$ cat config.mk
export PLATFORM = sky130hd
export DESIGN_NAME = serial_frame_deserializer_flat
export DESIGN_NICKNAME = d
export VERILOG_FILES = /design/src/rtl/serial_frame_deserializer_if.sv /design/src/rtl/serial_frame_deserializer.sv /design/src/flat_wrapper.sv
export SDC_FILE = /design/constraint.sdc
export NUM_CORES = 1
export LEC_CHECK = 0
export CORE_ASPECT_RATIO = 0.6
export CORE_MARGIN = 10
export CORE_UTILIZATION = 47
export CTS_BUF_LIST = sky130_fd_sc_hd__clkbuf_4 sky130_fd_sc_hd__clkbuf_8
export DETAILED_ROUTE_END_ITERATION = 10
export PLACE_DENSITY = 0.7
export SYNTH_ARGS = -nofsm -noshare
export SYNTH_HDL_FRONTEND = slang
export SYNTH_SLANG_ARGS = --single-unit
$ cat constraint.sdc
create_clock -name Clock -period 3.2 [get_ports Clock]
set_clock_uncertainty 0.15 [all_clocks]
set_input_delay 0.32 -clock Clock [delete_from_list [all_inputs] [get_ports Clock]]
set_output_delay 0.32 -clock Clock [all_outputs]
set_load 0.005 [all_outputs]
$ cat src/rtl/serial_frame_deserializer_if.sv
// Bundle between a serial frame source and serial_frame_deserializer.
// master = source/consumer side, slave = deserializer side.
interface serial_frame_deserializer_if #(
   parameter int WIDTH            = 8,
   parameter int LANES            = 1,
   parameter int FRAME_SIZE_WIDTH = 8
);
   logic                        start;
   logic [FRAME_SIZE_WIDTH-1:0] framesize;
   logic [LANES-1:0]            serial;
   logic                        serial_valid;
   logic                        word_ready;
   logic [WIDTH-1:0]            parallel;
   logic                        word_valid;
   logic                        complete;
   logic                        busy;
   logic                        overrun;
   logic                        crc_error;

   modport master (
      output start, framesize, serial, serial_valid, word_ready,
      input  parallel, word_valid, complete, busy, overrun, crc_error
   );

   modport slave (
      input  start, framesize, serial, serial_valid, word_ready,
      output parallel, word_valid, complete, busy, overrun, crc_error
   );
endinterface

$ cat src/rtl/serial_frame_deserializer.sv
// Multi-lane frame-aware serial-to-parallel converter with a one-entry valid/ready output register.
// Optional per-lane CRC16-CCITT trailer check is enabled by defining SERIAL_CRC16_EN.
module serial_frame_deserializer #(
   parameter int WIDTH            = 8,
   parameter int LANES            = 1,
   parameter int FRAME_SIZE_WIDTH = 8
) (
   input  logic                        Clock,
   input  logic                        Reset,
   input  logic                        Enable,
   serial_frame_deserializer_if.slave  bus
);
   localparam int BCW = $clog2(WIDTH + 1);
   localparam int SW  = (WIDTH > LANES) ? (WIDTH - LANES) : 1;

`ifdef SERIAL_CRC16_EN
   typedef enum logic [1:0] {IDLE, RECEIVE, CRC, DONE} state_t;
`else
   typedef enum logic [1:0] {IDLE, RECEIVE, DONE} state_t;
`endif

   state_t                      state_reg, state_next;
   logic [BCW-1:0]              bit_cnt_reg;
   logic [FRAME_SIZE_WIDTH-1:0] word_cnt_reg;
   logic [FRAME_SIZE_WIDTH-1:0] framesize_reg;
   logic [SW-1:0]               shift_reg;
   logic [WIDTH-1:0]            shift_next;
   logic [WIDTH-1:0]            parallel_reg;
   logic                        word_valid_reg;
   logic                        overrun_reg;
   logic                        complete_reg;
   logic                        crc_error_reg;
   logic                        start_accept;
   logic                        rx_beat;
   logic                        word_full;
   logic                        last_word;

   assign start_accept = Enable && (state_reg == IDLE) && bus.start;
   assign rx_beat      = Enable && (state_reg == RECEIVE) && bus.serial_valid;
   assign word_full    = rx_beat && (bit_cnt_reg == BCW'(WIDTH - LANES));
   assign last_word    = (FRAME_SIZE_WIDTH'(word_cnt_reg + FRAME_SIZE_WIDTH'(1)) == framesize_reg);

   // Newest lane group enters at the bottom, so the first group ends up in the MSBs.
   generate
      if (LANES >= WIDTH) begin : g_shift_full
         assign shift_next = bus.serial;
      end else begin : g_shift_part
         assign shift_next = {shift_reg, bus.serial};
      end
   endgenerate

`ifdef SERIAL_CRC16_EN
   logic [3:0]       crc_cnt_reg;
   logic             crc_beat;
   logic             crc_last;
   logic [LANES-1:0] lane_mismatch;

   assign crc_beat = Enable && (state_reg == CRC) && bus.serial_valid;
   assign crc_last = crc_beat && (crc_cnt_reg == 4'd15);

   generate
      for (genvar gi = 0; gi < LANES; gi++) begin : g_lane_crc
         logic [15:0] calc_reg, rx_reg, calc_next, rx_next;

         assign calc_next = {calc_reg[14:0], 1'b0} ^
                            ((calc_reg[15] ^ bus.serial[gi]) ? 16'h1021 : 16'h0000);
         assign rx_next   = {rx_reg[14:0], bus.serial[gi]};
         // rx_next already holds the final trailer bit when crc_last is evaluated.
         assign lane_mismatch[gi] = (rx_next != calc_reg);

         always_ff @(posedge Clock or posedge Reset) begin
            if (Reset) begin
               calc_reg <= '0;
               rx_reg   <= '0;
            end else if (start_accept) begin
               calc_reg <= '0;
               rx_reg   <= '0;
            end else begin
               if (rx_beat)  calc_reg <= calc_next;
               if (crc_beat) rx_reg   <= rx_next;
            end
         end
      end
   endgenerate

   always_ff @(posedge Clock or posedge Reset) begin
      if (Reset) begin
         crc_cnt_reg   <= '0;
         crc_error_reg <= 1'b0;
      end else if (start_accept) begin
         crc_cnt_reg   <= '0;
         crc_error_reg <= 1'b0;
      end else if (!Enable) begin
         crc_cnt_reg   <= '0;
      end else if (crc_beat) begin
         crc_cnt_reg <= crc_cnt_reg + 4'd1;
         if (crc_last) crc_error_reg <= |lane_mismatch;
      end
   end
`else
   assign crc_error_reg = 1'b0;
`endif

   always_ff @(posedge Clock or posedge Reset) begin
      if (Reset) state_reg <= IDLE;
      else       state_reg <= state_next;
   end

   always_comb begin
      state_next = state_reg;
      if (!Enable) begin
         state_next = IDLE;
      end else begin
         case (state_reg)
            IDLE:    if (bus.start) state_next = (bus.framesize == '0) ? DONE : RECEIVE;
`ifdef SERIAL_CRC16_EN
            RECEIVE: if (word_full && last_word) state_next = CRC;
            CRC:     if (crc_last) state_next = DONE;
`else
            RECEIVE: if (word_full && last_word) state_next = DONE;
`endif
            DONE:    state_next = IDLE;
            default: state_next = IDLE;
         endcase
      end
   end

   always_comb begin
      bus.busy       = (state_reg != IDLE);
      bus.complete   = complete_reg;
      bus.parallel   = parallel_reg;
      bus.word_valid = word_valid_reg;
      bus.overrun    = overrun_reg;
      bus.crc_error  = crc_error_reg;
   end

   // complete is registered off DONE so it lands one cycle after the final word appears.
   always_ff @(posedge Clock or posedge Reset) begin
      if (Reset) begin
         bit_cnt_reg    <= '0;
         word_cnt_reg   <= '0;
         framesize_reg  <= '0;
         shift_reg      <= '0;
         parallel_reg   <= '0;
         word_valid_reg <= 1'b0;
         overrun_reg    <= 1'b0;
         complete_reg   <= 1'b0;
      end else begin
         complete_reg <= Enable && (state_reg == DONE);
         if (!Enable) begin
            bit_cnt_reg    <= '0;
            shift_reg      <= '0;
            word_valid_reg <= 1'b0;
         end else begin
            if (start_accept) begin
               framesize_reg <= bus.framesize;
               bit_cnt_reg   <= '0;
               word_cnt_reg  <= '0;
               overrun_reg   <= 1'b0;
            end else if (rx_beat) begin
               shift_reg <= shift_next[SW-1:0];
               if (word_full) begin
                  bit_cnt_reg  <= '0;
                  word_cnt_reg <= word_cnt_reg + FRAME_SIZE_WIDTH'(1);
               end else begin
                  bit_cnt_reg <= bit_cnt_reg + BCW'(LANES);
               end
            end

            if (word_full) begin
               parallel_reg   <= shift_next;
               word_valid_reg <= 1'b1;
               if (word_valid_reg && !bus.word_ready) overrun_reg <= 1'b1;
            end else if (word_valid_reg && bus.word_ready) begin
               word_valid_reg <= 1'b0;
            end
         end
      end
   end
endmodule

$ cat src/flat_wrapper.sv
// flat-port wrapper written by rule: the top's interface ports become plain ports
module serial_frame_deserializer_flat 
#(
   parameter int WIDTH            = 8,
   parameter int LANES            = 1,
   parameter int FRAME_SIZE_WIDTH = 8
)
  (Clock, Reset, Enable, bus_start, bus_framesize, bus_serial, bus_serial_valid, bus_word_ready, bus_parallel, bus_word_valid, bus_complete, bus_busy, bus_overrun, bus_crc_error);
  serial_frame_deserializer_if #(.WIDTH(WIDTH), .LANES(LANES), .FRAME_SIZE_WIDTH(FRAME_SIZE_WIDTH)) bus_i ();
  input  logic Clock;
  input  logic Reset;
  input  logic Enable;
  input wire logic [$bits(bus_i.start)-1:0] bus_start;
  input wire logic [$bits(bus_i.framesize)-1:0] bus_framesize;
  input wire logic [$bits(bus_i.serial)-1:0] bus_serial;
  input wire logic [$bits(bus_i.serial_valid)-1:0] bus_serial_valid;
  input wire logic [$bits(bus_i.word_ready)-1:0] bus_word_ready;
  output wire logic [$bits(bus_i.parallel)-1:0] bus_parallel;
  output wire logic [$bits(bus_i.word_valid)-1:0] bus_word_valid;
  output wire logic [$bits(bus_i.complete)-1:0] bus_complete;
  output wire logic [$bits(bus_i.busy)-1:0] bus_busy;
  output wire logic [$bits(bus_i.overrun)-1:0] bus_overrun;
  output wire logic [$bits(bus_i.crc_error)-1:0] bus_crc_error;
  assign bus_i.start = bus_start;
  assign bus_i.framesize = bus_framesize;
  assign bus_i.serial = bus_serial;
  assign bus_i.serial_valid = bus_serial_valid;
  assign bus_i.word_ready = bus_word_ready;
  assign bus_parallel = bus_i.parallel;
  assign bus_word_valid = bus_i.word_valid;
  assign bus_complete = bus_i.complete;
  assign bus_busy = bus_i.busy;
  assign bus_overrun = bus_i.overrun;
  assign bus_crc_error = bus_i.crc_error;
  serial_frame_deserializer #(.WIDTH(WIDTH), .LANES(LANES), .FRAME_SIZE_WIDTH(FRAME_SIZE_WIDTH)) u_core (.Clock(Clock), .Reset(Reset), .Enable(Enable), .bus(bus_i));
endmodule
* After elaboration in Yosys (flattened, before gate mapping) *
Cells that the tools add are included.

cells by class
  $add $sub $neg = 2
  eq/ne operators = 10
  muxes and demuxes = 21
  reduce and logical (&&, ||, !) cells = 20

operators by type and width
  cell                                                 number
  2-to-1 mux 8 bit                                     3
  2-to-1 mux 7 bit                                     3
  2-to-1 mux 4 bit                                     4
  logical AND 1 bit                                    9
  adder 8 x 1 -> 8 bit, second input constant          1
  equality test 8 bit                                  1
  zero test 8 bit                                      1
  2-to-1 mux 2 bit                                     4
  AND reduction 2 bit                                  4
  2-to-1 mux 1 bit                                     6
  != test 3 x 1 -> 1 bit, second input constant        2
  != test 3 bit, second input constant                 2
  nonzero test 2 bit                                   3
  adder 4 x 1 -> 4 bit, second input constant          1
  equality test 4 x 3 -> 1 bit, second input constant  1
  one-hot mux 2 bit (2 select lines)                   1
  AND reduction 3 bit                                  1
  equality test 2 x 1 -> 1 bit, second input constant  1
  equality test 2 bit, second input constant           1
  zero test 2 bit                                      1
  != test 2 x 1 -> 1 bit, second input constant        1
  != test 2 bit, second input constant                 1
  zero test 1 bit                                      1

storage, ports and cells
  bits in registers = 40
  bits of input ports = 15
  output and inout port bits = 13
  word-level logic and storage cells = 62

* Longest topological paths before layout *
  depth after elaboration = 8
  depth in mapped cells = 7
  mapped depth without buffers = 6

* Least setup slack after synthesis *
OpenSTA, ideal clock, no wires.

  kind = register -> register
  start = register u_core.word_cnt_reg[0]
  end = register u_core.state_reg[0]
  library setup time = 122 ps
  arrival time = 1732 ps
  required time = 2928 ps
  setup slack = 1196 ps
  stages on the path, launching flop included = 7
  path buffers = 0
  clock period less this slack = 2004 ps
  path through = dfrtp_1 > ha_1 > xor2_1 > a311o_1 > nor4_2 > o2111ai_1 > a32o_1

on the way
  cells in the longest elaborated chain, start to end = 5

ends and longest elaborated chain
  element                        RTL line                          text
  start: declaration             serial_frame_deserializer.sv:24   logic [FRAME_SIZE_WIDTH-1:0] word_cnt_reg;
  start signal: assignment       serial_frame_deserializer.sv:164  word_cnt_reg <= word_cnt_reg + FRAME_SIZE_WIDTH'(1);
  adder 8 x 1 -> 8 bit           serial_frame_deserializer.sv:41   assign last_word = (FRAME_SIZE_WIDTH'(word_cnt_reg + FRAME_SIZE_WIDTH'(1)) == framesize_reg);
  equality test 8 bit            serial_frame_deserializer.sv:41
  logical AND 1 bit              serial_frame_deserializer.sv:120  RECEIVE: if (word_full && last_word) state_next = DONE;
  != test 3 bit (no line)        --
  AND reduction 2 bit (no line)  --
  end signal: assignment         serial_frame_deserializer.sv:106  else state_reg <= state_next;
  end: declaration               serial_frame_deserializer.sv:22   state_t state_reg, state_next;

No other way between the ends.
A chain may end at the register's enable or synchronous reset.

* Final worst setup path *
  start = input Enable
  end = register u_core.bit_cnt_reg[3]

on the way
  cells in the longest elaborated chain, start to end = 7
  elaborated cells between the ends (all ways) = 10
  classes of those cells = 1 x eq/ne; 4 x mux; 5 x reduce/logical

ends and longest elaborated chain
  element                         RTL line                          text
  start: declaration              flat_wrapper.sv:12                input logic Enable;
  logical AND 1 bit (2 in a row)  serial_frame_deserializer.sv:39   assign rx_beat = Enable && (state_reg == RECEIVE) && bus.serial_valid;
  logical AND 1 bit               serial_frame_deserializer.sv:40   assign word_full = rx_beat && (bit_cnt_reg == BCW'(WIDTH - LANES));
  2-to-1 mux 4 bit                serial_frame_deserializer.sv:162  if (word_full) begin
  2-to-1 mux 4 bit                serial_frame_deserializer.sv:160  end else if (rx_beat) begin
  2-to-1 mux 4 bit                serial_frame_deserializer.sv:155  if (start_accept) begin
  2-to-1 mux 4 bit                serial_frame_deserializer.sv:150  if (!Enable) begin
  end signal: assignment          serial_frame_deserializer.sv:166  bit_cnt_reg <= bit_cnt_reg + BCW'(LANES);
  end: declaration                serial_frame_deserializer.sv:23   logic [BCW-1:0] bit_cnt_reg;

Several ways; a longest one is shown, not always the timed one. The select of a mux whose other input is x is not followed.

==> results by group <==
Outcome
  – Outcome: complete, no violations

Clock tree
  – Clock buffer depth: 2
  – Post-CTS Setup Inserts: 0
  – CTS tree: yes
  – H-Tree Depth: 2
  – Clock latency on the worst-skew pair: 0.29 ns
  – Cts bufs inserted: 5
  – # hold bufs at CTS: 0
  – # resized after CTS: 0
  – CTS Root Buffer Type: clkbuf_8
  – CTS clk-pin slew, worst paths: 0.07 ns
  – Clock sink count: 40

Detailed routing
  – Avg WL per Cell: 15.01 um
  – Starting DRT DRC Count: 126
  – Final ANT Viol Nets: 0
  – Final WL: 4384 um
  – Drt first pass iters: 5
  – Via count: 1506
  – Residual DRC: 0
  – DR vias/cell: 5.158

Power and ir drop
  – Pleak: 1.076 nW
  – VDD IR max: 0.0002364 V
  – PwrDens: 435.5 nW/um^2

STA
  – Final Hold Vio Count: 0
  – Setup TNS: 0 ns
  – Worst-margin pin slew: 0.6874 ns
  – Slew HR: 54.12%
  – Period utilization: 74.76%
  – Max frequency: 0.4180 GHz
  – Slew Viols, Final: 0
  – Crit path time final: 2.392 ns
  – Final setup vio count: 0
  – RSZ-0062 raised after global routing: no

Logic synthesis
  – Gate Count Post-Synth: 213
  – Ys flop type: dfrtp_1
  – Most numerous cell in the Yosys netlist: nand2_1
  – Netlist cell types: 38
  – Syn_nets: 230
  – Synth top area share: 51.41%
  – Post-synth EDFFs: 0
  – Cell Area, Synth: 1947 um^2
  – Post-synth top cells: nand2_1 (74), dfrtp_1 (40), a21boi_0 (9), xnor2_1 (9), o21ai_0 (8)
  – Synth async-reset ratio: 100.0%
  – #FFs+latches synth: 40
  – Post-synthesis sequential area ratio: 51.41%
  – Synth area leader: dfrtp_1
  – Synthesized area per cell: 9.140 um^2
  – YS warnings: 0
  – Synth top area cells: dfrtp_1 (51%), nand2_1 (14%), xnor2_1 (4.0%)

Floorplanning
  – Die W: 103.1 um
  – # rows: 18
  – Die Span Y: 69.86 um
  – I/O pin cnt: 28
  – DIE AREA: 7201 um^2
  – Core area: 4054 um^2
  – Starting density of the core: 48.02%

Final layout
  – Post-route cell area: 2350 um^2
  – Area growth syn-to-layout: 20.69%
  – Fraction of layout cells with a size suffix above 1: 8.264%
  – Final net count: 258
  – N_diodes: 0
  – Non-Filler Instances: 292

Job
  – Max-cap violation count: 0

Setup path
  – Crit Reg-Reg Endpoint: u_core.state_reg[0]
  – Startpoint Class: input pin
  – Crit path cell chain: clkdlybuf4s50_1 > nor2b_1 > nand3_1 > or4_1 > a21oi_1
  – Data arrival, critical path: 2.47 ns
  – CP max stage delay: 0.74 ns
  – Crit Path Category: input pin to flop
  – Reg2Reg Depth: 6
  – CP Capture Type: flop
  – Reg2Reg Launch Point: u_core.word_cnt_reg[0]
  – R2r setup slk: 1.04 ns
  – Slowest-stage cell, CP: clkdlybuf4s50_1
  – Crit path max fanout: 14
  – Required @ worst endpoint: 3.27 ns

GRT
  – First-pass GRT wire length: 7417 um
  – GRT Total Usage: 12.97%
  – GRT overflow: 0
  – Largest net degree at the start of global routing: 20
  – Vias in the first global route: 1434
  – Initial antenna violation count: 0

Placed design
  – HPWL after DPL: 3280 um
  – Placed Area: 2252 um^2
  – DP Cell Count: 284
  – Port Buf Inserts: 26
  – GPL Wtd Cong: 0.8372

Min path
  – Min-Delay Path Class: input pin to async pin
==> cells in the final DEF (no fill, tap or decap), types with 4 or more instances in the layout <==
| master | Yosys | final |
|---|---|---|
| nand2_1 | 74 | 74 |
| dfrtp_1 | 40 | 40 |
| clkdlybuf4s50_1 | 0 | 26 |
| a21boi_0 | 9 | 9 |
| xnor2_1 | 9 | 9 |
| o21ai_0 | 8 | 8 |
| nor2_1 | 6 | 6 |
| o21ai_1 | 6 | 6 |
| clkbuf_8 | 0 | 6 |
| and2_1 | 5 | 5 |
| a21oi_1 | 5 | 5 |
| nand3_1 | 5 | 5 |
| buf_4 | 1 | 4 |
==> metrics by stage <==
stage          utilization [%]  hold slack, ns  total power (W)  setup WS, ns
2_1_floorplan                -          0.2754        0.0006287         1.196
3_3_place_gp             55.56          0.3127        0.0006705        0.5874
3_5_place_dp             55.56          0.3124        0.0006721        0.5231
4_1_cts                  57.96          0.3010         0.001028        0.8395
5_1_grt                  57.96          0.3485         0.001065        0.6506
6_report                 57.96          0.2839         0.001023        0.8078
==> area by class of cell <==
class / instances / area (um^2)
Clock buffer: 8 / 97.59
Sequential cell: 40 / 1001
Multi-Input combinational cell: 161 / 887.1
Tap cell: 50 / 62.56
Inverter: 3 / 11.26
Fill cell: 379 / 1704
Timing Repair Buffer: 30 / 290.3
==> cell families after synthesis <==
logic type | after synthesis | share of synthesized area (%)
AND/OR/NAND/NOR | 110 | 26.80
adder cells (fa/ha/maj) | 2 | 1.285
buffers and inverters | 12 | 3.021
XOR/XNOR | 12 | 5.399
AO/OA/AOI/OAI | 35 | 11.38
flip-flops | 40 | 51.41
multiplexers | 1 | 0.5142
other | 1 | 0.1926
==> power breakdown <==
part / switching (W) / total [W] / internal (W)
registers: 0.0000220 / 0.000549 / 0.000527
clock network: 0.000168 / 0.000361 / 0.000193
logic: 0.0000576 / 0.000113 / 0.0000557
total: 0.000248 / 0.00102 / 0.000776
==> metal layers <==
metal | track usage [%] | part of all wire (%) | vias up
met1 | 20.54 | 56 | 688
li1 | - | - | 766
met5 | 0 | 0 | -
met3 | 4.322 | 6.9 | 9
met4 | 4.608 | 1.1 | 0
met2 | 15.14 | 35 | 43
==> worst max-delay path: cells and delay by family <==
kind | cells | cell delay, ns
AND/OR/NAND/NOR | 3 | 1.27
buffers and inverters | 1 | 0.74
AO/OA/AOI/OAI | 1 | 0.13
==> how the worst max path moves through the flow <==
stage / from / endpoint / slack, ns / cells past startpoint
global route: Enable / u_core.bit_cnt_reg[3] / 0.65 / 5
CTS: Enable / u_core.bit_cnt_reg[3] / 0.84 / 5
detailed placement: Enable / u_core.bit_cnt_reg[3] / 0.52 / 5
finish: Enable / u_core.bit_cnt_reg[3] / 0.81 / 5
floorplan: u_core.word_cnt_reg[0] / u_core.state_reg[0] / 1.20 / 6
global placement: Enable / u_core.bit_cnt_reg[3] / 0.59 / 5
Note: power is estimated with default switching activity, not from simulation.
